===== src/rtl/loop_gain_scheduler_pkg.sv =====
//------------------------------------------------------------------------------
// Module   : loop_gain_scheduler_pkg
// Purpose  : Shared ADPLL definitions: scheduler state encoding and the
//            default loop-filter gain tables and fixed-point formats.
// Revision : 1.0 - initial release
//------------------------------------------------------------------------------
`default_nettype none

package loop_gain_scheduler_pkg;

    typedef enum logic [1:0] {
        ST_IDLE    = 2'd0,
        ST_ACQUIRE = 2'd1,
        ST_SETTLE  = 2'd2,
        ST_LOCKED  = 2'd3
    } lgs_state_e;

    // kp is Q2.1, ki is Q1.3; shared with the loop filter
    localparam int c_kp_width     = 3;
    localparam int c_kp_frac_bits = 1;
    localparam int c_ki_width     = 4;
    localparam int c_ki_frac_bits = 3;

    // Gear g occupies bits [g*width +: width]; gear 0 is the highest gain
    localparam logic [11:0] c_default_kp_table = 12'b001_001_010_011;
    localparam logic [15:0] c_default_ki_table = 16'b0001_0010_0100_0111;

endpackage

`default_nettype wire


===== src/rtl/loop_gain_scheduler_error_band_detect.sv =====
//------------------------------------------------------------------------------
// Module   : error_band_detect
// Purpose  : Classifies a signed phase error as in-band / out-of-lock using a
//            magnitude widened by one bit so the most negative code is large.
// Revision : 1.0 - initial release
//------------------------------------------------------------------------------
`default_nettype none

module error_band_detect #(
    parameter int ERROR_WIDTH   = 8,
    parameter int LOCK_THRESH   = 2,
    parameter int UNLOCK_THRESH = 16
) (
    input  logic [ERROR_WIDTH-1:0] i_error,
    output logic                   o_in_band,
    output logic                   o_out_of_lock
);

    localparam logic [ERROR_WIDTH:0] c_lock_thresh   = (ERROR_WIDTH+1)'(LOCK_THRESH);
    localparam logic [ERROR_WIDTH:0] c_unlock_thresh = (ERROR_WIDTH+1)'(UNLOCK_THRESH);

    logic [ERROR_WIDTH:0] w_err_ext;
    logic [ERROR_WIDTH:0] w_abs;

    assign w_err_ext     = {i_error[ERROR_WIDTH-1], i_error};
    assign w_abs         = w_err_ext[ERROR_WIDTH] ? ({(ERROR_WIDTH+1){1'b0}} - w_err_ext)
                                                  : w_err_ext;
    assign o_in_band     = (w_abs <= c_lock_thresh);
    assign o_out_of_lock = (w_abs > c_unlock_thresh);

endmodule

`default_nettype wire


===== src/rtl/loop_gain_scheduler.sv =====
//------------------------------------------------------------------------------
// Module   : loop_gain_scheduler
// Purpose  : ADPLL dynamic-gain scheduler: steps kp/ki down through gain gears
//            as the phase error settles, flags lock, and falls back on loss.
// Revision : 1.0 - initial release
//------------------------------------------------------------------------------
`default_nettype none

module loop_gain_scheduler
    import loop_gain_scheduler_pkg::*;
#(
    parameter int                            ERROR_WIDTH    = 8,
    parameter int                            KP_WIDTH       = c_kp_width,
    parameter int                            KI_WIDTH       = c_ki_width,
    parameter int                            NUM_GEARS      = 4,
    parameter int                            GEAR_WIDTH     = 2,
    parameter logic [NUM_GEARS*KP_WIDTH-1:0] KP_TABLE       = c_default_kp_table,
    parameter logic [NUM_GEARS*KI_WIDTH-1:0] KI_TABLE       = c_default_ki_table,
    parameter int                            LOCK_THRESH    = 2,
    parameter int                            UNLOCK_THRESH  = 16,
    parameter int                            LOCK_COUNT     = 16,
    parameter int                            SETTLE_SAMPLES = 4,
    parameter int                            CNT_WIDTH      = 8
) (
    input  logic                   gen_clk_i,
    input  logic                   reset_i,
    input  logic                   enable_i,
    input  logic                   error_valid_i,
    input  logic [ERROR_WIDTH-1:0] error_i,
    input  logic                   force_i,
    input  logic [GEAR_WIDTH-1:0]  force_gear_i,
    output logic [KP_WIDTH-1:0]    kp_o,
    output logic [KI_WIDTH-1:0]    ki_o,
    output logic [GEAR_WIDTH-1:0]  gear_o,
    output logic                   locked_o,
    output logic                   gear_change_o
);

    localparam logic [GEAR_WIDTH-1:0] c_last_gear   = GEAR_WIDTH'(NUM_GEARS-1);
    localparam logic [CNT_WIDTH-1:0]  c_run_last    = CNT_WIDTH'(LOCK_COUNT-1);
    localparam logic [CNT_WIDTH-1:0]  c_settle_last = CNT_WIDTH'(SETTLE_SAMPLES-1);

    lgs_state_e            r_state;
    logic [GEAR_WIDTH-1:0] r_gear;
    logic [KP_WIDTH-1:0]   r_kp;
    logic [KI_WIDTH-1:0]   r_ki;
    logic                  r_locked;
    logic                  r_gear_change;
    logic [CNT_WIDTH-1:0]  r_run_cnt;
    logic [CNT_WIDTH-1:0]  r_settle_cnt;

    logic                  w_in_band;
    logic                  w_out_of_lock;
    logic [GEAR_WIDTH-1:0] w_force_gear;
    logic [GEAR_WIDTH-1:0] w_gear_inc;

    function automatic logic [KP_WIDTH-1:0] kp_of(input logic [GEAR_WIDTH-1:0] g);
        return KP_TABLE[g*KP_WIDTH +: KP_WIDTH];
    endfunction

    function automatic logic [KI_WIDTH-1:0] ki_of(input logic [GEAR_WIDTH-1:0] g);
        return KI_TABLE[g*KI_WIDTH +: KI_WIDTH];
    endfunction

    function automatic logic [CNT_WIDTH-1:0] sat_inc(input logic [CNT_WIDTH-1:0] c);
        return (c == {CNT_WIDTH{1'b1}}) ? c : c + 1'b1;
    endfunction

    error_band_detect #(
        .ERROR_WIDTH   (ERROR_WIDTH),
        .LOCK_THRESH   (LOCK_THRESH),
        .UNLOCK_THRESH (UNLOCK_THRESH)
    ) u_band (
        .i_error       (error_i),
        .o_in_band     (w_in_band),
        .o_out_of_lock (w_out_of_lock)
    );

    assign w_force_gear = (force_gear_i > c_last_gear) ? c_last_gear : force_gear_i;
    assign w_gear_inc   = r_gear + 1'b1;

    // kp/ki are reloaded on every edge that moves the gear so they never lag it
    always_ff @(posedge gen_clk_i or posedge reset_i) begin
        if (reset_i) begin
            r_state       <= ST_IDLE;
            r_gear        <= '0;
            r_kp          <= kp_of('0);
            r_ki          <= ki_of('0);
            r_locked      <= 1'b0;
            r_gear_change <= 1'b0;
            r_run_cnt     <= '0;
            r_settle_cnt  <= '0;
        end else begin
            r_gear_change <= 1'b0;
            if (!enable_i) begin
                r_state       <= ST_IDLE;
                r_gear        <= '0;
                r_kp          <= kp_of('0);
                r_ki          <= ki_of('0);
                r_locked      <= 1'b0;
                r_run_cnt     <= '0;
                r_settle_cnt  <= '0;
                r_gear_change <= (r_gear != '0);
            end else if (force_i) begin
                r_state       <= ST_ACQUIRE;
                r_gear        <= w_force_gear;
                r_kp          <= kp_of(w_force_gear);
                r_ki          <= ki_of(w_force_gear);
                r_locked      <= 1'b0;
                r_run_cnt     <= '0;
                r_settle_cnt  <= '0;
                r_gear_change <= (w_force_gear != r_gear);
            end else begin
                case (r_state)
                    ST_IDLE: begin
                        r_state   <= ST_ACQUIRE;
                        r_run_cnt <= '0;
                    end
                    ST_ACQUIRE: begin
                        if (error_valid_i) begin
                            if (!w_in_band) begin
                                r_run_cnt <= '0;
                            end else if (r_run_cnt >= c_run_last) begin
                                r_run_cnt <= '0;
                                if (r_gear != c_last_gear) begin
                                    r_gear        <= w_gear_inc;
                                    r_kp          <= kp_of(w_gear_inc);
                                    r_ki          <= ki_of(w_gear_inc);
                                    r_gear_change <= 1'b1;
                                    r_settle_cnt  <= '0;
                                    r_state       <= ST_SETTLE;
                                end else begin
                                    r_locked <= 1'b1;
                                    r_state  <= ST_LOCKED;
                                end
                            end else begin
                                r_run_cnt <= sat_inc(r_run_cnt);
                            end
                        end
                    end
                    ST_SETTLE: begin
                        if (error_valid_i) begin
                            if (r_settle_cnt >= c_settle_last) begin
                                r_state      <= ST_ACQUIRE;
                                r_settle_cnt <= '0;
                                r_run_cnt    <= '0;
                            end else begin
                                r_settle_cnt <= sat_inc(r_settle_cnt);
                            end
                        end
                    end
                    ST_LOCKED: begin
                        if (error_valid_i && w_out_of_lock) begin
                            r_locked      <= 1'b0;
                            r_gear        <= '0;
                            r_kp          <= kp_of('0);
                            r_ki          <= ki_of('0);
                            r_gear_change <= (r_gear != '0);
                            r_settle_cnt  <= '0;
                            r_run_cnt     <= '0;
                            r_state       <= ST_SETTLE;
                        end
                    end
                    default: r_state <= ST_IDLE;
                endcase
            end
        end
    end

    assign kp_o          = r_kp;
    assign ki_o          = r_ki;
    assign gear_o        = r_gear;
    assign locked_o      = r_locked;
    assign gear_change_o = r_gear_change;

endmodule

`default_nettype wire


===== config.mk =====
export PLATFORM = sky130hd
export DESIGN_NAME = loop_gain_scheduler
export DESIGN_NICKNAME = d
export VERILOG_FILES = /design/src/rtl/loop_gain_scheduler_pkg.sv /design/src/rtl/loop_gain_scheduler_error_band_detect.sv /design/src/rtl/loop_gain_scheduler.sv
export SDC_FILE = /design/constraint.sdc
export NUM_CORES = 1
export LEC_CHECK = 0
export ABC_AREA = 0
export BUFFER_PORTS_ARGS = -buffer_cell sky130_fd_sc_hd__buf_2
export CORE_MARGIN = 1.5
export CORE_UTILIZATION = 55
export CTS_CLUSTER_DIAMETER = 120
export DETAILED_ROUTE_END_ITERATION = 12
export PLACE_DENSITY = 0.77
export SKIP_LAST_GASP = 1
export SYNTH_ARGS = -nofsm -noshare
export SYNTH_HDL_FRONTEND = slang
export SYNTH_SLANG_ARGS = --single-unit

===== constraint.sdc =====
create_clock -name gen_clk_i -period 4 [get_ports gen_clk_i]
set_input_delay 0.4 -clock gen_clk_i [delete_from_list [all_inputs] [get_ports gen_clk_i]]
set_output_delay 0.4 -clock gen_clk_i [all_outputs]
set_load 0.02 [all_outputs]

# ---- Word-level counts from Yosys, hierarchy flattened
# Cells that the tools add are included.
dict set report totals {
  ff_bits 29
  in_bits 15
  output_inout_bits 11
  word_cells 122
}
dict set report classes {
  add_sub_neg 4
  n_mul 2
  n_lt_le_gt_ge 5
  eq_ne 19
  n_shift 4
  n_mux 72
  n_reduce_logical 8
}
# operator count
set ops {}
lappend ops {{8-bit two-way mux} 18}
lappend ops {{2-bit two-way mux} 16}
lappend ops {{4-bit != test (second input constant)} 8}
lappend ops {{8-bit case mux with 4 select lines} 1}
lappend ops {{16-bit by 5-bit variable part select with 4-bit output (first input constant)} 2}
lappend ops {{4-bit two-way mux} 7}
lappend ops {{8-bit case mux with 3 select lines} 1}
lappend ops {{12-bit by 5-bit variable part select with 3-bit output (first input constant)} 2}
lappend ops {{3-bit two-way mux} 7}
lappend ops {{6-bit AND reduction} 3}
lappend ops {{8-bit by 1-bit adder with 8-bit output (second input constant)} 2}
lappend ops {{8-bit == test (second input constant)} 2}
lappend ops {{1-bit two-way mux} 15}
lappend ops {{9-bit by 5-bit greater-than comparator with 1-bit output (second input constant)} 1}
lappend ops {{9-bit by 2-bit <= comparator with 1-bit output (second input constant)} 1}
lappend ops {{9-bit two-way mux} 1}
lappend ops {{1-bit by 8-bit subtractor with 9-bit output (first input constant)} 1}
lappend ops {{8-bit by 2-bit greater-or-equal comparator with 1-bit output (second input constant)} 1}
lappend ops {{8-bit by 4-bit greater-or-equal comparator with 1-bit output (second input constant)} 1}
lappend ops {{2-bit by 2-bit multiplier with 4-bit output (second input constant)} 2}
lappend ops {{2-bit case mux with 4 select lines} 1}
lappend ops {{4-bit case mux with 2 select lines} 1}
lappend ops {{8-bit AND reduction} 1}
lappend ops {{6-bit != test (second input constant)} 1}
lappend ops {{16 further kinds} 18}

# ---- Logic depth before layout (Yosys ltp)
# Gate-level depths: netlist (run 1).
dict set report depth {
  depth_word 10
  depth_mapped 8
  ltp_nobuf 8
}

# ---- Cells and area by module
# A second synthesis (run 1) with hierarchy kept.
dict set report unflattened {
  cells_unflattened 183
  hier_area_um2 1727.9
}
# mod n_inst cells_each area_each_um2 seq_area_each_um2
set by_module_without_submodules {}
lappend by_module_without_submodules {loop_gain_scheduler 1 156 1537.7 655.6}
lappend by_module_without_submodules {error_band_detect 1 27 190.2 0.0}

# ---- Least setup slack after synthesis (run 1)
# No wires, ideal clock.
dict set report synth_timing {
  path_kind {input -> register}
  from {input error_i[0]}
  to {register r_gear[1] (netlist: gear_o[1])}
  setup_time_ps 128
  arrival_ps 2277
  required_ps 3872
  path_slack_ps 1595
  cell_stages 7
  cell_sequence {inv_1 > ha_1 > mux2_2 > or3_1 > o311a_1 > o21ai_4 > mux2_1}
}
dict set report synth_between {
  elab_chain_cells 6
  word_cells_on_any_way 8
  classes_between {add/sub: 1; order compare: 2; eq/ne: 2; mux: 1; reduce/logical: 2}
}
# element line_no
set synth_lines {}
lappend synth_lines {{from (decl)} loop_gain_scheduler.sv:29} ;# input logic [ERROR_WIDTH-1:0] error_i,
lappend synth_lines {{1-bit by 8-bit subtractor with 9-bit output} loop_gain_scheduler_error_band_detect.sv:26} ;# assign w_abs = w_err_ext[ERROR_WIDTH] ? ({(ERROR_WIDTH+1){1'b0}} - w_err_ext)
lappend synth_lines {{9-bit two-way mux (*)} loop_gain_scheduler_error_band_detect.sv:26}
lappend synth_lines {{9-bit by 5-bit greater-than comparator with 1-bit output} loop_gain_scheduler_error_band_detect.sv:29} ;# assign o_out_of_lock = (w_abs > c_unlock_thresh);
lappend synth_lines {{1-bit logical AND} loop_gain_scheduler.sv:153} ;# if (error_valid_i && w_out_of_lock) begin
lappend synth_lines {{4-bit != test (no line)} -}
lappend synth_lines {{6-bit AND reduction (no line) (*)} -}
lappend synth_lines {{to (signal assigned)} loop_gain_scheduler.sv:106} ;# r_gear <= w_force_gear;
lappend synth_lines {{to (signal assigned)} loop_gain_scheduler.sv:126} ;# r_gear <= w_gear_inc;
lappend synth_lines {{to (decl)} loop_gain_scheduler.sv:44} ;# logic [GEAR_WIDTH-1:0] r_gear;
# Every way passes the cells marked *; elsewhere a longest branch is shown, timed or not.
# A chain may end at the register's enable or synchronous reset.

# ---- Worst setup path after layout (run 1)
dict set report layout_timing {
  from {input error_i[0]}
  to {register r_run_cnt[3]}
}
dict set report layout_between {
  elab_chain_cells 8
  word_cells_on_any_way 13
  classes_between {add/sub: 1; order compare: 2; eq/ne: 2; mux: 6; reduce/logical: 2}
}
# element line_no
set layout_lines {}
lappend layout_lines {{1-bit by 8-bit subtractor with 9-bit output} loop_gain_scheduler_error_band_detect.sv:26}
lappend layout_lines {{9-bit two-way mux (*)} loop_gain_scheduler_error_band_detect.sv:26}
lappend layout_lines {{9-bit by 2-bit <= comparator with 1-bit output} loop_gain_scheduler_error_band_detect.sv:28} ;# assign o_in_band = (w_abs <= c_lock_thresh);
lappend layout_lines {{8-bit two-way mux} loop_gain_scheduler.sv:121} ;# if (!w_in_band) begin
lappend layout_lines {{8-bit two-way mux} loop_gain_scheduler.sv:120} ;# if (error_valid_i) begin
lappend layout_lines {{8-bit case mux with 4 select lines} loop_gain_scheduler.sv:114} ;# case (r_state)
lappend layout_lines {{8-bit two-way mux} loop_gain_scheduler.sv:104} ;# end else if (force_i) begin
lappend layout_lines {{8-bit two-way mux} loop_gain_scheduler.sv:95} ;# if (!enable_i) begin
lappend layout_lines {{to (signal assigned)} loop_gain_scheduler.sv:137} ;# r_run_cnt <= sat_inc(r_run_cnt);
lappend layout_lines {{to (decl)} loop_gain_scheduler.sv:49} ;# logic [CNT_WIDTH-1:0] r_run_cnt;
# Every way passes the cells marked *; elsewhere a longest branch is shown, timed or not. The select of a mux whose other input is x is not followed.

==> results of run 1 <==
## power groups by stage
stage	sequential, W	clock [W]	combinational, W
after detailed placement	0.000305	0	0.000169
after global routing	0.000302	0.000195	0.000188
after global placement	0.000304	0	0.000163
after floorplan	0.000322	0	0.000106
final	0.000300	0.000178	0.000168
after CTS	0.000300	0.000185	0.000169
## kinds of logic after synthesis
group                      after synthesis  synth area share, %
and+or+nand+nor                         75                 21.7
AOI/OAI and AO/OA                       43                 21.4
xor gates and xnor gates                 3                 1.51
buffers and inverters                   23                 5.68
adders and majority gates                7                 5.03
muxes                                   11                 6.76
other                                    1                0.215
DFF                                     26                 37.7
## metrics by stage
step	cell area [sq um]	std cells	hold WS [ns]	setup WS [ns]	util (%)
4_1_cts	1940	256	0.304	1.57	63.9
3_5_place_dp	1880	252	0.477	1.22	62.2
6_report	1940	256	0.273	1.55	63.9
5_1_grt	1940	256	0.370	1.31	63.9
2_1_floorplan	1740	190	0.437	1.59	-
3_3_place_gp	1880	252	0.465	1.30	62.2
## registers in the layout, indices dropped and copies added (netlist names)
register       flops
gear_change_o      1
gear_o             2
ki_o               2
kp_o               2
locked_o           1
r_run_cnt          8
r_settle_cnt       8
r_state            2
## per-layer routing
metal	vias up	GRT usage (%)	share of wire, %
li1	713	-	-
met1	694	27.7	44
met2	35	38.5	51
met3	6	3.06	3.5
met4	0	8.12	1.4
met5	-	0	0
## path summary, 6_finish.rpt
path | end | depth (start not counted) | from
setup / recovery | r_run_cnt[3] | 9 | error_i[0]
hold / removal | r_settle_cnt[3] | 2 | reset_i
setup reg to reg | r_run_cnt[3] | 6 | r_run_cnt[4]
hold reg to reg | kp_o[1] | 2 | kp_o[1]
max in group asynchronous | gear_change_o | 2 | reset_i
min in group gen_clk_i | gear_change_o | 2 | enable_i
## worst register-to-register path, cell delays in order (launching register included)
cell and delay [ns]:
dfrtp_1 0.42, nor4_1 0.29, o21ai_0 0.23, or2_2 0.34, nor4_2 0.52, a221oi_1 0.19, o22ai_1 0.20
## final cells by class
| cell class | instances | area, sq um |
|---|---|---|
| Clock buffer | 3 | 22.5 |
| Clock inverter | 1 | 30.0 |
| Fill cell | 262 | 1090 |
| Inverter | 18 | 67.6 |
| Multi-Input combinational cell | 141 | 990 |
| Sequential cell | 26 | 656 |
| Tap cell | 44 | 55.1 |
| Timing Repair Buffer | 23 | 115 |
## cells in the mapped netlist (5+ instances only)
library cell / n
nand2_1: 22
ha_1: 7
inv_1: 18
nand3_1: 10
nor3_1: 6
mux2i_1: 5
dfrtp_1: 22
mux2_1: 5
o21ai_0: 7
and2_1: 11
nor2_1: 10
## placed cells by master, fill, tap and decap left out, types with 3 or more instances in the layout
cell	instances
a21oi_1	4
and2_1	11
buf_2	23
clkbuf_4	3
dfrtp_1	22
dfstp_2	4
ha_1	7
inv_1	18
mux2_1	5
mux2i_1	5
nand2_1	22
nand2b_1	4
nand3_1	10
nor2_1	10
nor2b_1	4
nor3_1	6
o21ai_0	7
o22a_1	3
o22ai_1	3
==> impl_metrics.py, run 1 <==
metrics = {
    "routing": {
        "firstDrtPassIters": 5,
        "viasPerCell": 5.66,
        "wirelength_microns": 3580,
        "ant_nets": 0,
        "drcViolationCount": 0,
        "drtIter0Drc": 96,
        "wl_per_cell_microns": 14.0,
        "vias": 1448,
    },
    "layout": {
        "layout.nets": 235,
        "n_antenna_cell": 0,
        "areaGrowthSynthToFinish_pct": 11.2,
        "final_layout_size_suffix_gt1_share_pct": 20.3,
    },
    "sta": {
        "worst_pin_slew_ns": 0.958,
        "setup_violations": 0,
        "rsz0062_at_grt": "false",
        "hold_viol": 0,
        "slew_headroom_pct": 36.1,
        "final.setup.tns_ns": 0,
        "finClkSkew_ns": 0.00271,
        "fin_crit_ns": 2.45,
        "max_clock_freq_mhz": 408,
        "slew_violations": 0,
        "min_period_over_period_pct": 61.3,
    },
    "clocking": {
        "cts_resized": 0,
        "cts_inserted_buffers": 3,
        "clock_sinks": 26,
        "cts_root_buf": "clkbuf_4",
        "post_cts_buffers": 0,
        "clkTransAtPathRegs_ns": 0.14,
        "htreeDepth": 1,
        "clkLatencyLatePin_ns": 0.32,
        "clockBufferDepth": 2,
        "hold_buffers": 0,
        "tritoncts": "yes",
    },
    "global_routing": {
        "first_global_vias": 1379,
        "track_usage_pct": 22.1,
        "grt_max_degree": 27,
        "grt_pass1_wl_microns": 5910,
        "antenna_found_initial": 0,
        "grt_overflow": 0,
    },
    "worst_setup_path": {
        "endpoint_kind": "register",
        "slowest_stage": "nor4_2",
        "crit_family": "simple AND/OR/NAND/NOR gates",
        "path_cells": "buf_2 -> inv_1 -> ha_1 -> or3b_1 -> a221oi_2 -> nand2_1 -> nor4_2 -> a221oi_1 -> o22ai_1",
        "slowest_delay_ns": 0.62,
        "required_ns": 4.25,
        "rrSetupSlack_ns": 1.74,
        "path_max_fanout": 8,
        "crit_type": "in -> reg",
        "worstPathArrival_ns": 2.70,
        "crit_path_start_kind": "input pin",
        "critical_path_buf_inv_count": 2,
    },
    "power_and_ir_drop": {
        "p_seq_share_pct": 46.4,
        "power_leakage_nw": 0.931,
        "p_comb_share_pct": 26.0,
        "power.switching_w": 0.000194,
        "power_w": 0.000646,
        "p_clk_share_pct": 27.6,
        "swShare_pct": 30.0,
        "p_int_w": 0.000452,
        "ir_drop_v": 0.000160,
        "power_density_nw_per_um2": 334,
    },
    "synth": {
        "yosys.area.top_type": "dfrtp_1",
        "synth-edff-count": 0,
        "synth.avg_cell_area_sq_um": 9.21,
        "ys.flop_type": "dfrtp_1",
        "synth.distinct_cells": 51,
        "async_flop_share_pct": 100,
        "netlist_top_cells_area": "dfrtp_1 32%, dfstp_2 6.0%, ha_1 5.0%",
        "seq_area_frac_synth_pct": 37.7,
        "ys_warn_count": 0,
        "ys_ff_latch": 26,
        "synthesis.area_sq_um": 1740,
        "synth_top_area_share_pct": 31.6,
        "synthCells": 189,
    },
    "placed_design": {
        "place.gp.congestion": 0.975,
        "io_buffers": 23,
        "post-dp-hpwl_microns": 2760,
    },
    "die": {
        "io-pin-count": 26,
        "start_util_pct": 57.5,
        "fp-row-count": 20,
        "fp.coreArea_sq_um": 3030,
        "die_h_microns": 59.3,
        "dieWidth_microns": 59.3,
        "dieArea_sq_um": 3510,
    },
    "min_path": {
        "worst_hold_path_type": "in -> async",
    },
    "run_status": {
        "outcome": "finished clean",
    },
    "flow_run": {
        "cap_violations": 0,
    },
}
(Power assumes the default switching activity.)
==> inputs of run 2 (changes only) <==
==> constraint.sdc (replaced) <==
create_clock -name gen_clk_i -period 2.5 [get_ports gen_clk_i]
set_input_delay 0.25 -clock gen_clk_i [delete_from_list [all_inputs] [get_ports gen_clk_i]]
set_output_delay 0.25 -clock gen_clk_i [all_outputs]
set_load 0.02 [all_outputs]
==> run 2 against run 1 <==
Effect of this change:
- count of clock-buffer cells in the layout unchanged
- cell area up 2.7%
- register-to-register slack worse by 1.3 ns
- clock skew about the same
- critical path depth up 1
- global-route usage up 1.8 points
- sequential share of layout area down 0.90 points
- die area unchanged
- hold slack worse by 0.16 ns
==> impl_metrics.py, run 2 (same netlist as run 1, synthesis figures left out) <==
metrics = {
    "sta": {
        "slew_violations": 0,
        "fin_crit_ns": 2.24,
        "finClkSkew_ns": 0.00307,
        "slew_headroom_pct": 33.7,
        "hold_viol": 0,
        "worst_pin_slew_ns": 0.994,
        "final.setup.tns_ns": 0,
        "min_period_over_period_pct": 89.7,
        "max_clock_freq_mhz": 446,
        "rsz0062_at_grt": "false",
        "setup_violations": 0,
    },
    "global_routing": {
        "grtUsageMet1_pct": 27.4,
        "gr-usage-met3_pct": 3.93,
        "antenna_found_initial": 0,
        "grt_max_degree": 27,
        "grt_pass1_wl_microns": 6240,
        "top_usage_layer": "met2",
        "grt_overflow": 0,
        "track_usage_pct": 23.9,
        "first_global_vias": 1490,
        "grt_use_met2_pct": 42.4,
    },
    "die": {
        "fp-row-count": 20,
        "start_util_pct": 57.5,
        "fp.coreArea_sq_um": 3030,
        "die_h_microns": 59.3,
        "io-pin-count": 26,
        "dieArea_sq_um": 3510,
        "dieWidth_microns": 59.3,
    },
    "layout": {
        "top_regs": "r_run_cnt x8, r_settle_cnt x8",
        "n_antenna_cell": 0,
        "layout_common_cells": "23 x buf_2, 22 x nand2_1, 22 x dfrtp_1",
        "final_layout_size_suffix_gt1_share_pct": 22.8,
        "post-route-util_pct": 65.7,
        "final_common_cell": "buf_2",
        "fillers": 253,
        "areaGrowthSynthToFinish_pct": 14.2,
        "layout.nets": 242,
    },
    "placed_design": {
        "post-dp-hpwl_microns": 2830,
        "place.gp.congestion": 0.952,
        "io_buffers": 23,
    },
    "power_and_ir_drop": {
        "power_leakage_nw": 0.965,
        "p_clk_share_pct": 28.3,
        "power_density_nw_per_um2": 533,
        "ir_drop_v": 0.000428,
        "power.switching_w": 0.000327,
        "p_int_w": 0.000732,
        "p_comb_share_pct": 26.4,
        "swShare_pct": 30.9,
        "p_seq_share_pct": 45.4,
    },
    "worst_setup_path": {
        "crit_path_start_kind": "input pin",
        "r2r_cells": 8,
        "crit_type": "in -> reg",
        "required_ns": 2.79,
        "timing.rr.end": "r_run_cnt[0]",
        "worstPathArrival_ns": 2.53,
        "endpoint_kind": "register",
        "rrSetupSlack_ns": 0.45,
        "path_max_fanout": 8,
        "reg2reg_from": "r_settle_cnt[0]",
    },
    "routing": {
        "ant_nets": 0,
        "viasPerCell": 5.65,
        "firstDrtPassIters": 4,
        "wl_per_cell_microns": 14.2,
        "wirelength_microns": 3730,
        "drcViolationCount": 0,
        "drtIter0Drc": 86,
        "vias": 1485,
    },
    "clocking": {
        "cts_inserted_buffers": 3,
        "clkLatencyLatePin_ns": 0.34,
        "htreeDepth": 1,
        "tritoncts": "yes",
        "clock_sinks": 26,
        "post_cts_buffers": 0,
        "cts_root_buf": "clkbuf_4",
        "cts_resized": 0,
        "clkTransAtPathRegs_ns": 0.15,
        "clockBufferDepth": 2,
        "hold_buffers": 0,
    },
    "min_path": {
        "worst_hold_path_type": "in -> async",
    },
    "run_status": {
        "outcome": "finished clean",
    },
    "flow_run": {
        "cap_violations": 0,
    },
}
run 2: cell types whose count changed in the layout (fill, tap and decap cells not counted):
cell / change
buf_4: +7
run 2: worst max-delay path, cell delays in order:
cell	delay [ns]
buf_2	0.12
inv_1	0.06
ha_1	0.18
or3b_1	0.37
a221oi_2	0.31
or3_1	0.19
o31ai_2	0.07
buf_4	0.18
a2111oi_0	0.56
o22a_1	0.24
run 2: power by group through the flow:
stage | combinational, W | sequential [W] | clock (W)
after floorplan | 0.000169 | 0.000516 | 0
after global routing | 0.000312 | 0.000484 | 0.000322
after CTS | 0.000281 | 0.000480 | 0.000309
after detailed placement | 0.000279 | 0.000488 | 0
final | 0.000280 | 0.000481 | 0.000299
after global placement | 0.000271 | 0.000486 | 0
run 2: worst max-delay path by stage:
stage,startpoint,to,slack (ns),cells past startpoint
2_1_floorplan,error_i[0],gear_o[1],0.24,7
3_3_place_gp,error_i[1],gear_o[1],0.06,8
3_5_place_dp,error_i[1],r_run_cnt[7],-0.13,10
4_1_cts,error_i[1],r_run_cnt[7],0.24,10
5_1_grt,error_i[1],r_run_cnt[7],0.16,10
6_report,error_i[1],r_run_cnt[7],0.26,10
run 2: layout make-up:
class                   instances  area, sq um  share of cell area [%]
repair buffers                 30          168                    8.43
inverters                      18         67.6                    3.40
clock inverters                 1         30.0                    1.51
multi-input cells             141          990                    49.8
clock buffers                   3         22.5                    1.13
flip-flops and latches         26          656                    33.0
well taps                      44         55.1                    2.77
run 2: per-layer routing:
metal  part of all wire [%]  wire length (microns)  vias up
li1                       -                      -      733
met1                     43                   1600      701
met2                     50                   1870       46
met3                    5.4                    200        5
met4                    1.5                     57        0
met5                      0                      0        -
run 2: per-stage QoR:
stage          cell area (sq um)  setup WS, ns  hold slack, ns  instances  total power (W)
4_1_cts                     1990         0.243           0.135        263          0.00107
3_3_place_gp                1940        0.0630           0.468        259         0.000757
3_5_place_dp                1940        -0.128           0.470        259         0.000767
2_1_floorplan               1740         0.245           0.287        190         0.000685
5_1_grt                     1990         0.161           0.191        263          0.00112
6_report                    1990         0.258           0.114        263          0.00106
